File: src/rtl/uart_pkg.sv
// Shared UART definitions: rate codes, frame constants, TX state encoding
// and the elaboration-time baud divisor helper used by both TX and RX.
package uart_pkg;

    localparam int DATA_BITS = 8;

    localparam logic [1:0] RATE_9600   = 2'd0;
    localparam logic [1:0] RATE_19200  = 2'd1;
    localparam logic [1:0] RATE_38400  = 2'd2;
    localparam logic [1:0] RATE_115200 = 2'd3;

    typedef enum logic [1:0] {
        IDLE,
        START,
        DATA,
        STOP
    } tx_state_t;

    // Rounded clk_freq/baud so both ends agree on the bit period.
    function automatic int unsigned baud_div(
        input int unsigned clk_freq,
        input logic [1:0]  rate
    );
        int unsigned baud;
        case (rate)
            RATE_9600:   baud = 9600;
            RATE_19200:  baud = 19200;
            RATE_38400:  baud = 38400;
            default:     baud = 115200;
        endcase
        return (clk_freq + baud / 2) / baud;
    endfunction

endpackage

File: src/rtl/uart_baud_tick.sv
// Bit-period counter: counts 0..DIV-1 while enabled, pulses o_tick on the
// last cycle of each period. Ports: clk, reset (sync, low), i_en, i_div, o_tick.
module uart_baud_tick #(
    parameter int CNT_W = 16
) (
    input  logic             clk,
    input  logic             reset,
    input  logic             i_en,
    input  logic [CNT_W-1:0] i_div,
    output logic             o_tick
);

    logic [CNT_W-1:0] r_cnt;

    assign o_tick = i_en && (r_cnt == i_div - CNT_W'(1));

    // Held at zero while disabled so each enable starts a full period.
    always_ff @(posedge clk) begin
        if (!reset) begin
            r_cnt <= '0;
        end else if (!i_en || o_tick) begin
            r_cnt <= '0;
        end else begin
            r_cnt <= r_cnt + CNT_W'(1);
        end
    end

endmodule

File: src/rtl/uart_tx.sv
// 8N1 UART transmitter with valid/ready byte input and selectable baud rate.
// Ports: clk, reset (sync, low), iRate, iData, iValid, oReady, oTX, oBusy, oDone.
module uart_tx
    import uart_pkg::*;
#(
    parameter int unsigned CLK_FREQ  = 100_000_000,
    parameter int unsigned STOP_BITS = 1,
    parameter int          CNT_W     = 16
) (
    input  logic       clk,
    input  logic       reset,
    input  logic [1:0] iRate,
    input  logic [7:0] iData,
    input  logic       iValid,
    output logic       oReady,
    output logic       oTX,
    output logic       oBusy,
    output logic       oDone
);

    localparam logic [CNT_W-1:0] DIV0 = CNT_W'(baud_div(CLK_FREQ, RATE_9600));
    localparam logic [CNT_W-1:0] DIV1 = CNT_W'(baud_div(CLK_FREQ, RATE_19200));
    localparam logic [CNT_W-1:0] DIV2 = CNT_W'(baud_div(CLK_FREQ, RATE_38400));
    localparam logic [CNT_W-1:0] DIV3 = CNT_W'(baud_div(CLK_FREQ, RATE_115200));

    tx_state_t        r_state;
    tx_state_t        w_state_nxt;
    logic [1:0]       r_rate;
    logic [7:0]       r_shreg;
    logic [2:0]       r_bit;
    logic             r_stop;
    logic             r_tx;
    logic             r_done;
    logic             r_en;
    logic [CNT_W-1:0] w_div;
    logic             w_tick;
    logic             w_accept;
    logic             w_last_bit;
    logic             w_stop_last;
    logic             w_tx_nxt;
    logic             w_done_nxt;

    assign oReady      = (r_state == IDLE) && r_en;
    assign oBusy       = (r_state != IDLE);
    assign oTX         = r_tx;
    assign oDone       = r_done;
    assign w_accept    = iValid && oReady;
    assign w_last_bit  = (r_bit == 3'(DATA_BITS - 1));
    assign w_stop_last = (STOP_BITS == 1) || r_stop;

    // Rate is latched at accept, so mid-frame iRate changes are ignored.
    always_comb begin
        case (r_rate)
            RATE_9600:  w_div = DIV0;
            RATE_19200: w_div = DIV1;
            RATE_38400: w_div = DIV2;
            default:    w_div = DIV3;
        endcase
    end

    uart_baud_tick #(
        .CNT_W (CNT_W)
    ) u_tick (
        .clk    (clk),
        .reset  (reset),
        .i_en   (r_state != IDLE),
        .i_div  (w_div),
        .o_tick (w_tick)
    );

    always_ff @(posedge clk) begin
        if (!reset) begin
            r_state <= IDLE;
        end else begin
            r_state <= w_state_nxt;
        end
    end

    // oTX/oDone are registered from the state, so the line lags the
    // state by one cycle and only moves at bit boundaries.
    always_comb begin
        w_state_nxt = r_state;
        w_tx_nxt    = 1'b1;
        w_done_nxt  = 1'b0;
        unique case (r_state)
            IDLE: begin
                if (w_accept) w_state_nxt = START;
            end
            START: begin
                w_tx_nxt = 1'b0;
                if (w_tick) w_state_nxt = DATA;
            end
            DATA: begin
                w_tx_nxt = r_shreg[0];
                if (w_tick && w_last_bit) w_state_nxt = STOP;
            end
            STOP: begin
                if (w_tick && w_stop_last) begin
                    w_state_nxt = IDLE;
                    w_done_nxt  = 1'b1;
                end
            end
            default: w_state_nxt = IDLE;
        endcase
    end

    always_ff @(posedge clk) begin
        if (!reset) begin
            r_en    <= 1'b0;
            r_tx    <= 1'b1;
            r_done  <= 1'b0;
            r_rate  <= 2'd0;
            r_shreg <= 8'd0;
            r_bit   <= 3'd0;
            r_stop  <= 1'b0;
        end else begin
            r_en   <= 1'b1;
            r_tx   <= w_tx_nxt;
            r_done <= w_done_nxt;
            if (w_accept) begin
                r_shreg <= iData;
                r_rate  <= iRate;
                r_bit   <= 3'd0;
                r_stop  <= 1'b0;
            end
            if (r_state == DATA && w_tick) begin
                r_shreg <= {1'b0, r_shreg[7:1]};
                r_bit   <= w_last_bit ? 3'd0 : r_bit + 3'd1;
            end
            if (r_state == STOP && w_tick) begin
                r_stop <= !w_stop_last;
            end
        end
    end

endmodule

File: config.mk
export PLATFORM = sky130hd
export DESIGN_NAME = uart_tx
export DESIGN_NICKNAME = d
export VERILOG_FILES = /design/src/rtl/uart_pkg.sv /design/src/rtl/uart_baud_tick.sv /design/src/rtl/uart_tx.sv
export SDC_FILE = /design/constraint.sdc
export NUM_CORES = 1
export LEC_CHECK = 0
export BUFFER_PORTS_ARGS = -buffer_cell sky130_fd_sc_hd__buf_2
export CORE_MARGIN = 4
export CORE_UTILIZATION = 60
export CTS_CLUSTER_SIZE = 20
export DETAILED_ROUTE_END_ITERATION = 8
export PLACE_DENSITY_LB_ADDON = 0.1
export SLEW_MARGIN = 20
export SYNTH_ARGS = -nofsm -noshare
export SYNTH_HDL_FRONTEND = slang
export SYNTH_SLANG_ARGS = --single-unit
File: constraint.sdc
create_clock -name clk -period 5.5 [get_ports clk]
set_clock_uncertainty 0.2 [all_clocks]
set_input_delay 0.55 -clock clk [delete_from_list [all_inputs] [get_ports clk]]
set_output_delay 0.55 -clock clk [all_outputs]
set_load 0.005 [all_outputs]
==> flow_summary.ini, run 1 <==
[synth]
async_flop_share_pct = 0
ys_warn_count = 0
synthDistinctLibCells = 38
syn_avg_cell_area_um2 = 8.92
syn_inst = 198
netlist_area_um2 = 1770
ys_ff_latch = 34
ys.flop_type = dfxtp_1
synth-edff-count = 0
ys_seq_area_share_pct = 38.6
syn-num-nets = 219

[worst_hold_path]
hold_class = register to register
holdPathEnd = r_shreg[6]
min_from = r_shreg[7]
hold_path_depth = 2

[routing]
vias_per_cell = 5.81
first_pass_iters = 4
drc = 0
routed_wl_mm = 3.21
post_drt_wl_per_cell_um = 13.3
drtIter0Drc = 74
via_count = 1401
ant_nets = 0

[clocking]
clockRootBuffer = clkbuf_4
clkLatencyLatePin_ns = 0.34
tritoncts = built
cts.clk_slew.worst_paths_ns = 0.09
clock_path_buffers = 2
post_cts_buffers = 0
cts.sinks = 34
cts_resized = 0
ctsHtreeMaxLevel = 2
cts_hold_buf = 0
numCtsBuffers = 5

[worst_setup_path]
critPathMaxFanout = 16
reg2regPathDepth = 5
crit_slowest_cell = o21ai_1
regToRegSetupSlack_ns = 2.86
timing.rr.end = u_tick.r_cnt[6]
critPathLaunchType = register
slowest_delay_ns = 0.81
r2r_start = u_tick.r_cnt[6]
crit_top_cell = a211o_1
critPathLaunch = u_tick.r_cnt[6]
crit_chain = or3b_1 > a211o_1 > a211o_1 > o21ai_1 > nor2_1
setup.worst_path.end_class = register
cp.required_ns = 5.49
crit_type = register to register
crit_arrival_ns = 2.62

[global_routing]
grt_pass1_vias = 1342
grtUsageTotal_pct = 18.0
grt_remaining_overflow = 0
grt_max_degree = 30
antenna_found_initial = 0
grt_pass1_wl_mm = 5.77

[floorplanning]
dieArea_um2 = 3870
die_h_um = 62.2
core_um2 = 2780
fp.dieW_um = 62.2
ios = 17
initial_core_util_pct = 63.5
num_rows = 19

[sta]
fin_crit_ns = 2.64
finalHoldWorstSlack_ns = 0.257
setup_viol = 0
max_slew_margin_pct = 30.6
drv_slew = 0
worst_slew_pin_slew_ns = 1.03
setup_tns_ns = 0
fmax_ghz = 0.379
rsz0062_at_grt = no
hold_violations = 0
period_share_pct = 48.0

[outcome]
status = complete, no violations

[power_and_ir_drop]
cellPowerDensity_nw_per_um2 = 307
ir_worst_vdd_mv = 0.302
leakagePower_nw = 0.817
total_power_mw = 0.576

[placed_design]
gp_congestion = 0.853
numPortBuffers = 16
place.detailed.hpwl_mm = 2.36

[finish]
syn2layout_area_growth_pct = 6.38
n_fill_cell = 252
final_layout_size_suffix_gt1_share_pct = 14.3
num_antenna_cells = 0
nets = 231

[run]
cap_violations = 0
==> state kept, by name, summed over array words and instances, names as in the netlist <==
register and count:
r_state 2, r_rate 2, r_bit 3, oDone 1
oTX 1, r_shreg 8, u_tick.r_cnt 16, r_en 1
==> power by group <==
part | total (mW) | internal (mW) | switching [mW]
Combinational | 0.162 | 0.0738 | 0.0883
Clock | 0.124 | 0.0481 | 0.0761
Sequential | 0.289 | 0.268 | 0.0215
==> per-stage QoR <==
step | util (%) | cells | setup WS, ns | cell area [µm²]
3_5_place_dp | 65.9 | 234 | 2.83 | 1830
2_1_floorplan | - | 198 | 3.25 | 1770
3_3_place_gp | 65.9 | 234 | 2.90 | 1830
5_1_grt | 67.5 | 241 | 2.65 | 1880
6_report | 67.5 | 241 | 2.86 | 1880
4_1_cts | 67.5 | 241 | 2.85 | 1880
==> placed cells by master (no fill, tap or decap), drive strengths merged <==
cell type   n
a2111o      1
a211o       3
a21o        2
a221oi      2
a31oi       2
and2        1
and3        5
and4        2
buf        16
clkbuf      7
dfxtp      34
ha          8
inv         6
mux2        8
mux2i      13
nand2      25
nand2b      1
nand3       9
nand3b      2
nand4       2
nor2       24
nor2b       5
nor3        3
nor3b       1
nor4        1
nor4b       3
nor4bb      1
o2111ai     1
o21ai       3
o31ai       1
o41a        1
or3b        1
or4         1
xnor2       5
xor2       10
==> critical path, delay by kind of cell, from the launching register on <==
kind	cells	cell delay, ns
compound gates	3	1.37
simple gates	2	0.48
flops	1	0.43
==> kinds of logic after synthesis <==
kind of cell,share of synthesized area (%)
XOR/XNOR,7.44
adder cells (fa/ha/maj),5.67
buffers and inverters,4.18
multiplexers,12.5
flip-flops,38.6
AND/OR/NAND/NOR,24.6
AO/OA/AOI/OAI,7.09
==> area by class of cell <==
class | count | area [µm²] | area share, %
multi-input cells | 147 | 1010 | 53.8
repair buffers | 16 | 80.1 | 4.26
clock buffers | 7 | 45.0 | 2.40
inverters | 6 | 22.5 | 1.20
flip-flops and latches | 34 | 681 | 36.2
well taps | 31 | 38.8 | 2.07
==> metal layers <==
metal / share of wire [%] / GRT usage, % / routed length [µm]
met2: 50 / 30.8 / 1610
met3: 5.6 / 5.23 / 179
met1: 42 / 20.3 / 1360
met5: 0 / 0 / 0
met4: 2.1 / 8.40 / 68
==> how the worst max path moves through the flow <==
| stage | to | cells after the start |
|---|---|---|
| detailed placement | u_tick.r_cnt[13] | 5 |
| global placement | u_tick.r_cnt[13] | 5 |
| global route | u_tick.r_cnt[13] | 5 |
| finish | u_tick.r_cnt[6] | 5 |
| CTS | u_tick.r_cnt[6] | 5 |
| floorplan | r_bit[0] | 6 |
==> synth_stat cells, types with 2 or more instances <==
cell | count | share of area (%)
dfxtp_1 | 34 | 39
buf_2 | 2 | 0.57
mux2_2 | 8 | 5.1
clkbuf_1 | 7 | 1.5
nand3_1 | 9 | 2.6
inv_1 | 6 | 1.3
nand3b_1 | 2 | 0.85
and3_1 | 5 | 1.8
and4_1 | 2 | 0.99
nand4_1 | 2 | 0.71
a221oi_1 | 2 | 0.99
nor4b_1 | 3 | 1.5
xor2_1 | 10 | 5.0
ha_1 | 8 | 5.7
a31oi_1 | 2 | 0.71
nor2b_1 | 5 | 1.8
a211o_1 | 3 | 1.5
a21o_1 | 2 | 0.85
xnor2_1 | 5 | 2.5
nor3_1 | 3 | 0.85
nor2_1 | 24 | 5.1
o21ai_0 | 2 | 0.57
mux2i_1 | 13 | 7.4
nand2_1 | 25 | 5.3
Power figures use the tool's default switching activity.
==> run 2, diff against run 1 <==
Settings changed: CORE_UTILIZATION 60 to 52.
Clock period 5.5 ns to 2.12 ns, I/O delays scaled along.
==> run 2 against run 1 <==
Effect of this change: the flow now finishes with violations (setup timing); sequential power rose to 2.6 times the previous value; via count up 9.1%; design area up 16%; critical path type unchanged; wire length up 22%; critical endpoint is now r_shreg[7]; core utilization up 1.8 points; clock power rose to 2.7 times the previous value; clock-buffer cell count unchanged; combinational power rose to 3.5 times the previous value; flip-flop and latch count unchanged; setup slack worse by 3.0 ns; sequential share of layout area down 4.9 points.
==> flow_summary.ini, run 2 (synthesis results as in run 1) <==
[outcome]
status = complete, but fails checks
violations = setup timing

[worst_setup_path]
critPathBufInv = 0
crit_type = register to register
setup.worst_path.end_class = register
regToRegSetupSlack_ns = -0.15
cp.required_ns = 2.15
crit_chain = or3b_1 > a211o_1 > a211o_1 > or4_4 > and3_1
crit_arrival_ns = 2.30
crit_top_cell = a211o_1
critPathMaxFanout = 6
slowest_delay_ns = 0.51
crit_slowest_cell = or4_4
critPathLaunchType = register
cp_top_family = simple AND/OR/NAND/NOR gates

[routing]
drtIter0Drc = 90
via_count = 1528
drc = 0
post_drt_wl_per_cell_um = 13.8
vias_per_cell = 5.36
first_pass_iters = 4
routed_wl_mm = 3.92
ant_nets = 0

[worst_hold_path]
hold_class = input pin to register

[finish]
final_layout_size_suffix_gt1_share_pct = 27.8
final_cell_mix = 30 x dfxtp_1, 25 x nand2_1, 25 x buf_4
n_fill_cell = 278
mostFrequentLayoutCell = dfxtp_1
nets = 262
num_antenna_cells = 0
fin_util_pct = 69.4
largest_reg_flops = 16
largest-register = u_tick.r_cnt
largestRegisters = u_tick.r_cnt (16), r_shreg (8), r_bit (3)
syn2layout_area_growth_pct = 23.9

[floorplanning]
ios = 17
dieArea_um2 = 4390
initial_core_util_pct = 56.0
core_um2 = 3150
fp.dieW_um = 66.3
num_rows = 20
die_h_um = 66.3

[sta]
period_share_pct = 107
fin_crit_ns = 2.27
hold_violations = 0
rsz0062_at_grt = yes
timing.final.ws_setup_ns = -0.151
worst_slew_pin_slew_ns = 0.322
setup_viol = 13
fmax_ghz = 0.440
drv_slew = 0
max_slew_margin_pct = 78.5

[run]
cap_violations = 0

[placed_design]
gp_congestion = 0.803
post-place-ws_ns = -0.199
numPortBuffers = 16
place.detailed.hpwl_mm = 2.72

[clocking]
clkLatencyLatePin_ns = 0.33
cts.clk_slew.worst_paths_ns = 0.09
ctsHtreeMaxLevel = 2
clock_path_buffers = 2
cts.sinks = 34
numCtsBuffers = 5
tritoncts = built
clockRootBuffer = clkbuf_4

[global_routing]
grt_busiest_layer = met2
met1_usage_pct = 23.1
grt_pass1_vias = 1651
grtUsageTotal_pct = 21.1
antenna_found_initial = 0
grt_pass1_wl_mm = 7.17
grt_remaining_overflow = 0
grt_use_met3_pct = 5.10
met2_usage_pct = 37.8
grt_max_degree = 25

[power_and_ir_drop]
cellPowerDensity_nw_per_um2 = 746
leakagePower_nw = 0.985
ir_worst_vdd_mv = 0.560
## run 2: changes by cell type in the layout (fill, tap and decap cells not counted), moves of 2 or more
| cell | before | now |
|---|---|---|
| nor4b_2 | 0 | 3 |
| dfxtp_2 | 0 | 4 |
| dlygate4sd3_1 | 0 | 3 |
| buf_6 | 0 | 2 |
| buf_4 | 0 | 25 |
| nor4b_1 | 3 | 0 |
| dfxtp_1 | 34 | 30 |
## run 2: repair_timing
action | 4_1_cts | 5_1_grt
pin swaps | 1 | 1
resized for setup | 9 | 3
cloned | 2 | 0
endpoints found under the hold margin | 5 | 0
setup buffers | 1 | 0
endpoints found under the setup margin | 27 | 29
hold buffers | 3 | 0
## run 2: worst min-delay path: stages
cell and delay [ns]:
buf_2 0.07, mux2_2 0.13, and3_1 0.14
## run 2: area by class of cell
cell class | count | area [µm²] | share of cell area [%]
Multi-Input combinational cell | 148 | 1060 | 48.4
Timing Repair Buffer | 46 | 320 | 14.6
Sequential cell | 34 | 686 | 31.4
Tap cell | 44 | 55.1 | 2.52
Clock buffer | 7 | 45.0 | 2.06
Inverter | 6 | 22.5 | 1.03
## run 2: final timing paths
check	from	end	cells after the start
setup reg to reg	u_tick.r_cnt[13]	r_shreg[7]	5
setup / recovery	u_tick.r_cnt[13]	r_shreg[7]	5
hold reg to reg	r_shreg[4]	r_shreg[3]	2
hold / removal	iData[7]	r_shreg[7]	3
## run 2: power by group
part / leakage (nW) / internal [mW] / switching (mW)
clock network: 0.0254 / 0.125 / 0.205
registers: 0.278 / 0.696 / 0.0429
logic: 0.682 / 0.276 / 0.288
total: 0.985 / 1.10 / 0.536
## run 2: per-layer routing
metal  up-vias  wire length (µm)
met5         -                 0
met2        25              2030
met3        13               118
met1       720              1640
li1        770                 -
met4         0               136
## run 2: metrics by stage
step | power, mW | std cells | hold slack [ns] | setup TNS [ns] | instance area, µm²
floorplan | 1.08 | 198 | 0.0397 | -1.49 | 1770
global placement | 1.24 | 272 | 0.188 | -1.42 | 2040
detailed placement | 1.26 | 272 | 0.195 | -1.91 | 2040
CTS | 1.64 | 285 | 0.0480 | -1.27 | 2180
global route | 1.77 | 285 | 0.0505 | -3.21 | 2190
finish | 1.63 | 285 | 0.0521 | -1.29 | 2190
